$ cat src/rtl/rv32i_types.sv
// Shared RV32I pipeline types: fetch FSM states,
// NOP encoding and the IF/ID bundle.
package rv32i_types;

  typedef enum logic [1:0] {
    FETCH = 2'd0,
    KILL  = 2'd1,
    HOLD  = 2'd2
  } if_state_t;

  localparam logic [31:0] RV32I_NOP = 32'h0000_0013;
  localparam logic [31:0] RESET_PC  = 32'h0000_0060;

  typedef struct packed {
    logic        valid;
    logic [31:0] instr;
    logic [31:0] pc;
    logic [31:0] pc_4;
  } if_id_t;

  function automatic logic [31:0] pc_align(
    input logic [31:0] a
  );
    return {a[31:2], 2'b00};
  endfunction

endpackage

$ cat src/rtl/if_perf_ctr.sv
// Saturating 32-bit event counter; sticks at all-ones.
// Used by if_stage when IF_STAGE_PERF_EN is defined.
module if_perf_ctr (
  input  logic        clk,
  input  logic        rst_n,
  input  logic        inc,
  output logic [31:0] count
);

  // count events, holding at the top value
  always_ff @(posedge clk or negedge rst_n) begin
    if (!rst_n) begin
      count <= 32'd0;
    end else if (inc && !(&count)) begin
      count <= count + 32'd1;
    end
  end

endmodule

$ cat src/rtl/if_stage.sv
// RV32I fetch stage: PC, imem handshake, stall hold, redirects.
// Optional perf counters under IF_STAGE_PERF_EN.
import rv32i_types::*;

module if_stage (
  input  logic        clk,
  input  logic        rst_n,
  output logic        imem_read,
  output logic [31:0] imem_address,
  input  logic        imem_resp,
  input  logic [31:0] imem_rdata,
  input  logic        stall_i,
  input  logic        redirect_i,
  input  logic [31:0] redirect_pc_i,
  output logic        valid_o,
  output logic [31:0] instr_o,
  output logic [31:0] pc_o,
  output logic [31:0] pc_4_o
`ifdef IF_STAGE_PERF_EN
  ,
  output logic [31:0] perf_fetch_o,
  output logic [31:0] perf_kill_o,
  output logic [31:0] perf_stall_o
`endif
);

  if_state_t   state;
  logic [31:0] pc;
  logic [31:0] pend_pc;
  logic [31:0] buf_instr;
  logic [31:0] redir_pc;
  logic [31:0] pc_inc;
  logic        st_fetch;
  logic        st_kill;
  logic        st_hold;
  logic        fetch_read;
  if_id_t      if_out;

  assign redir_pc = pc_align(redirect_pc_i);
  assign pc_inc   = pc + 32'd4;
  assign st_fetch = (state == FETCH);
  assign st_kill  = (state == KILL);
  assign st_hold  = (state == HOLD);

  // PC / FSM update; redirect always wins over stall
  always_ff @(posedge clk or negedge rst_n) begin
    if (!rst_n) begin
      state     <= FETCH;
      pc        <= RESET_PC;
      pend_pc   <= 32'd0;
      buf_instr <= RV32I_NOP;
    end else begin
      unique case (state)
        FETCH: begin
          if (imem_resp) begin
            if (redirect_i) begin
              pc <= redir_pc;
            end else if (!stall_i) begin
              pc <= pc_inc;
            end else begin
              buf_instr <= imem_rdata;
              state     <= HOLD;
            end
          end else if (redirect_i) begin
            pend_pc <= redir_pc;
            state   <= KILL;
          end
        end
        KILL: begin
          if (imem_resp) begin
            pc    <= redirect_i ? redir_pc : pend_pc;
            state <= FETCH;
          end else if (redirect_i) begin
            pend_pc <= redir_pc;
          end
        end
        HOLD: begin
          if (redirect_i) begin
            pc    <= redir_pc;
            state <= FETCH;
          end else if (!stall_i) begin
            pc    <= pc_inc;
            state <= FETCH;
          end
        end
        default: state <= FETCH;
      endcase
    end
  end

  // request is held until the response pulse
  always_comb begin
    fetch_read = 1'b0;
    unique case (1'b1)
      st_fetch: fetch_read = 1'b1;
      st_kill:  fetch_read = 1'b1;
      default:  fetch_read = 1'b0;
    endcase
  end

  assign imem_read    = fetch_read & rst_n;
  assign imem_address = pc_align(pc);

  // IF/ID bundle: live data, held data, or a bubble
  always_comb begin
    if_out.valid = 1'b0;
    if_out.instr = RV32I_NOP;
    if_out.pc    = pc;
    if_out.pc_4  = pc_inc;
    unique case (1'b1)
      st_fetch: begin
        if (imem_resp && !redirect_i) begin
          if_out.valid = 1'b1;
          if_out.instr = imem_rdata;
        end
      end
      st_hold: begin
        if_out.valid = 1'b1;
        if_out.instr = buf_instr;
      end
      default: ;
    endcase
  end

  assign valid_o = if_out.valid;
  assign instr_o = if_out.instr;
  assign pc_o    = if_out.pc;
  assign pc_4_o  = if_out.pc_4;

`ifdef IF_STAGE_PERF_EN
  logic inc_fetch;
  logic inc_kill;
  logic inc_stall;

  assign inc_fetch = if_out.valid & ~stall_i & ~redirect_i;
  assign inc_kill  = imem_resp & (st_kill | (st_fetch & redirect_i));
  assign inc_stall = st_hold & stall_i;

  if_perf_ctr u_perf_fetch (
    .clk   (clk),
    .rst_n (rst_n),
    .inc   (inc_fetch),
    .count (perf_fetch_o)
  );

  if_perf_ctr u_perf_kill (
    .clk   (clk),
    .rst_n (rst_n),
    .inc   (inc_kill),
    .count (perf_kill_o)
  );

  if_perf_ctr u_perf_stall (
    .clk   (clk),
    .rst_n (rst_n),
    .inc   (inc_stall),
    .count (perf_stall_o)
  );
`endif

endmodule

$ cat config.mk
export PLATFORM = sky130hd
export DESIGN_NAME = if_stage
export DESIGN_NICKNAME = d
export VERILOG_FILES = /design/src/rtl/rv32i_types.sv /design/src/rtl/if_perf_ctr.sv /design/src/rtl/if_stage.sv
export SDC_FILE = /design/constraint.sdc
export NUM_CORES = 1
export LEC_CHECK = 0
export CAP_MARGIN = 10
export CORE_ASPECT_RATIO = 0.5
export CORE_UTILIZATION = 50
export DETAILED_ROUTE_END_ITERATION = 6
export PLACE_DENSITY_LB_ADDON = 0.2
export SYNTH_ARGS = -nofsm -noshare
export SYNTH_HDL_FRONTEND = slang
export SYNTH_SLANG_ARGS = --single-unit
$ cat constraint.sdc
create_clock -name clk -period 5 [get_ports clk]
set_input_delay 0.75 -clock clk [delete_from_list [all_inputs] [get_ports clk]]
set_output_delay 0.75 -clock clk [all_outputs]
set_load 0.005 [all_outputs]
After elaboration in Yosys (flattened, before gate mapping)

Index checks and enable logic that the tools add are counted.

$add $sub $neg: 1
Equality and inequality tests: 8
Multiplexer cells: 17
Bitwise logic cells: 3
Reductions and logical operators: 9

Operators by type and width:

| operator                                                         | number |
|---|---|
| 32-bit 2-to-1 mux                                                | 5 |
| 32-bit case mux with 3 select lines                              | 1 |
| 33-bit case mux with 2 select lines                              | 1 |
| 33-bit 2-to-1 mux                                                | 1 |
| 32-bit by 3-bit adder with 32-bit output (second input constant) | 1 |
| 2-bit 2-to-1 mux                                                 | 7 |
| 3-bit inequality test (second input constant)                    | 4 |
| 2-bit case mux with 3 select lines                               | 1 |
| 5-bit AND reduction                                              | 1 |
| 2-bit inequality test (second input constant)                    | 2 |
| 4-bit AND reduction                                              | 1 |
| 3-bit AND reduction                                              | 1 |
| 3-bit nonzero test                                               | 1 |
| 2-bit by 1-bit == test with 1-bit output (second input constant) | 1 |
| 2-bit == test (second input constant)                            | 1 |
| 2-bit logical NOT                                                | 1 |
| 1-bit NOT                                                        | 2 |
| 2-bit AND reduction                                              | 1 |
| 2-bit OR reduction                                               | 1 |
| 1-bit bitwise AND                                                | 1 |
| 1-bit logical AND                                                | 1 |
| 1-bit logical NOT                                                | 1 |
| 1-bit 2-to-1 mux                                                 | 1 |

Output and inout bits: 130
Input bits: 69
Register bits: 98

Depth between registers and ports, before layout

Depth after elaboration: 5
Mapped depth: 7
Depth with buffers taken out: 6

Worst setup path before layout

No wires, ideal clock.

Kind: in2out
Start point: in redirect_i
End point: out instr_o[10]
Arrival time: 1.713 ns
Stages on the path: 6
Setup slack: 2.537 ns
Cell sequence: buf_2 -> inv_2 -> nand2_1 -> nor3_2 -> clkbuf_1 -> a22o_1

Longest elaborated chain between the ends: 4

Ends and longest elaborated chain:

| item                                | line            | source |
|---|---|---|
| from (decl)                         | if_stage.sv:13  | `input logic redirect_i,` |
| 1-bit logical NOT                   | if_stage.sv:112 | `if (imem_resp && !redirect_i) begin` |
| 1-bit logical AND                   | if_stage.sv:112 |  |
| 33-bit 2-to-1 mux                   | if_stage.sv:112 |  |
| 33-bit case mux with 2 select lines | if_stage.sv:110 | `unique case (1'b1)` |
| to (decl)                           | if_stage.sv:16  | `output logic [31:0] instr_o,` |

No other way between the ends.

Worst setup path in the final report

Start point: reg pc[12], in the netlist pc_o[12]
End point: out pc_4_o[23]

Longest elaborated chain between the ends: 1

Ends and longest elaborated chain:

| item                                     | line           | source |
|---|---|---|
| from (decl)                              | if_stage.sv:28 | `logic [31:0] pc;` |
| from (signal assigned)                   | if_stage.sv:57 | `pc <= redir_pc;` |
| from (signal assigned)                   | if_stage.sv:59 | `pc <= pc_inc;` |
| from (signal assigned)                   | if_stage.sv:71 | `pc <= redirect_i ? redir_pc : pend_pc;` |
| 32-bit by 3-bit adder with 32-bit output | if_stage.sv:40 | `assign pc_inc = pc + 32'd4;` |
| to (decl)                                | if_stage.sv:18 | `output logic [31:0] pc_4_o` |

No other way between the ends.

==> out/qor.yml <==
floorplanning:
  io_pins: 199
  rows: 27
  die_area_mm2: 0.01194
  die_w_um: 153.5
  die_height_um: 77.77
  start_util_pct: 51.81
  core_mm2: 0.01108
final_layout:
  syn2layout_area_growth_pct: 36.03
  antenna_cells_inserted: 0
  multi_input_area_mm2: 0.002824
  layout.area.seq_mm2: 0.002459
  fillerInstances: 862
  num-nets-final: 788
  drive_above_1_share_pct: 15.63
power_and_ir_drop:
  power-per-cell-area_mw_per_mm2: 339.9
  seqPwrFrac_pct: 42.6
  leakage_uw: 0.003154
  power_uw: 2654
  combPwrFrac_pct: 31.3
  ir_worst_vdd_mv: 0.2084
  p_sw_share_pct: 29.59
  internal_power_uw: 1868
  power_frac_clock_pct: 26.1
  netSwitchingPower_uw: 785.3
global_routing:
  gr-usage-all-layers_pct: 25.53
  first_global_vias: 4839
  grt_pass1_wl_mm: 24.51
  grt_max_degree: 63
  overflow: 0
  grt_antenna_before_repair: 0
sta:
  clock_skew_ns: 0.009443
  rsz0062_at_grt: "no"
  min_period_ns: 3.704
  fmax_ghz: 0.2700
  maxSlewHeadroom_pct: 46.65
  hold_viol_final: 0
  finalSetupViolations: 0
  period_share_pct: 74.09
  fin_setup_tns_ns: 0
  slew_viol_final: 0
  worst_pin_slew_ns: 0.8003
cts:
  clkTransAtPathRegs_ns: 0.07
  cts_tree: "built"
  numCtsBuffers: 9
  cts_hold_buffers: 0
  cts_setup_buffers: 0
  cts_root_buffer: "clkbuf_16"
  worstSkewPairLatency_ns: 0.34
  htree_levels: 3
  clkSinkCount: 98
  cts_max_path_buffers: 2
  postCtsResizedCells: 0
yosys:
  yosysUniqueCellTypes: 61
  syn_area_mm2: 0.005741
  async_flop_share_pct: 100.0
  synth-seq-area-share_pct: 42.83
  yosysTopAreaCell: "dfrtp_1"
  ys_ff_latch: 98
  yosysTopAreaCellShare_pct: 40.54
  synthCells: 576
  ys.flop_type: "dfrtp_1"
  syn_avg_cell_area_um2: 9.966
  synth_edf_count: 0
  synthTopCellsByArea: "dfrtp_1 (41%), mux2_2 (12%), a22o_1 (4.7%), buf_4 (4.6%), o21ai_0 (4.2%)"
  yosysWarnings: 0
drt:
  drc_errors: 0
  drt-total-wl_mm: 14.87
  first_pass_iters: 4
  detail_route.wl_per_cell_um: 17.13
  drtIter0Drc: 214
  vias_per_cell: 5.697
  dr_total_vias: 4945
  ant_nets: 0
worst_setup_path:
  critPathArrivalTime_ns: 2.95
  slowest_stage: "dfrtp_1"
  critical_path.top_delay_family: "simple AND/OR/NAND/NOR gates"
  worst_path_largest_cell_delay_ns: 0.57
  end_kind: "output port"
  worst-setup-path-type: "reg -> out"
  crit_buf_inv: 1
  crit_required_ns: 4.25
  cp-start-kind: "flop"
  crit_chain: "and3_1, and4_1, and2_1, nand3_1, xnor2_1, clkdlybuf4s50_1"
  path_max_fanout: 12
placement:
  place.detailed.hpwl_mm: 10.07
  port_buffers: 194
  routabilityCongestion: 0.8242
outcome:
  status: "finished, final reports clean"
hold_path:
  hold_class: "in -> async"
flow_run:
  maxCapViolations: 0
registers in the layout (all words and copies together), names as in the netlist:
name and flops:
buf_instr 32, pc_o 32, pend_pc 32, state 2
cell usage after synthesis (all sizes together), types with 2 or more instances:
cell type   n
a21o        2
a21oi      13
a221oi      5
a22o       32
a31oi      17
a32oi       2
a41oi       5
and2        6
and3       16
and4        2
buf        56
clkbuf     20
dfrtp      93
dfstp       5
inv         6
mux2       62
nand2      51
nand2b      2
nand3      12
nand4       4
nor2       33
nor2b       6
nor3       10
nor4        2
o21a        5
o21ai      50
o221ai      2
o22a        5
o22ai       2
o2bb2ai     2
o311ai      2
o31a        2
o31ai       2
or3         4
xnor2      19
xor2        9
cell usage in the layout, fill, tap and decap left out, drive strengths merged, types with 11 or more instances in the layout:
master,instances
o21ai,50
a22o,32
buf,14
and3,16
nand2,51
a31oi,17
mux2,62
a21oi,13
xnor2,19
clkbuf,11
dfrtp,93
clkdlybuf4s50,192
nor2,33
nand3,12
worst paths after layout:
check / slack, ns / to / from / cells after the start
setup / recovery: 1.30 / pc_4_o[23] / pc_o[12] / 6
hold / removal: 0.38 / pend_pc[13] / rst_n / 1
setup reg to reg: 2.53 / pc_o[21] / state[0] / 6
hold reg to reg: 0.50 / pend_pc[21] / pend_pc[21] / 1
max in group asynchronous: 3.39 / pend_pc[31] / rst_n / 2
min in group clk: 0.50 / pend_pc[21] / pend_pc[21] / 1
final cells by class:
cell class	count	area share (%)
multi-input combinational	397	36.16
sequential	98	31.49
timing repair buffer	206	25.93
clock buffer	11	3.237
tap	145	2.323
clock inverter	5	0.5768
inverter	6	0.2884
per-stage QoR:
step                setup slack (ns)  instances  util, %  hold WS, ns  cell area [um2]
detailed placement             1.579        852    67.78       0.4885             7511
global route                   1.033        868    70.47       0.4219             7809
floorplan                      2.537        577        -       0.4544             5744
finish                         1.296        868    70.47       0.3805             7809
global placement               1.587        852    67.78       0.4802             7511
CTS                            1.281        868    70.47       0.4077             7809
per-layer routing:
| metal | up-vias | wire length, um | global-route usage, % |
|---|---|---|---|
| li1 | 2348 | - | - |
| met1 | 2427 | 6383 | 32.63 |
| met2 | 163 | 7123 | 42.82 |
| met3 | 7 | 1278 | 7.821 |
| met4 | 0 | 83 | 5.300 |
| met5 | - | 0 | 0 |
power by group through the flow:
stage / registers [uW] / logic [uW] / clock network [uW]
final: 1130 / 831 / 692
after global routing: 1160 / 901 / 735
after CTS: 1130 / 840 / 706
after detailed placement: 1140 / 838 / 0
after global placement: 1130 / 815 / 0
after floorplan: 1090 / 440 / 0
logic make-up (layout without fill, tap and decap cells):
kind of cell / count (synthesis) / in the layout / share of synthesized area [%]
AOI/OAI and AO/OA: 153 / 153 / 18.44
and+or+nand+nor: 150 / 150 / 13.51
DFF: 98 / 98 / 42.83
buffers and inverters: 82 / 228 / 8.326
muxes: 63 / 63 / 12.34
xor gates and xnor gates: 28 / 28 / 4.272
adders and majority gates: 1 / 1 / 0.2179
other: 1 / 2 / 0.06533
Power figures use the tool's default switching activity.
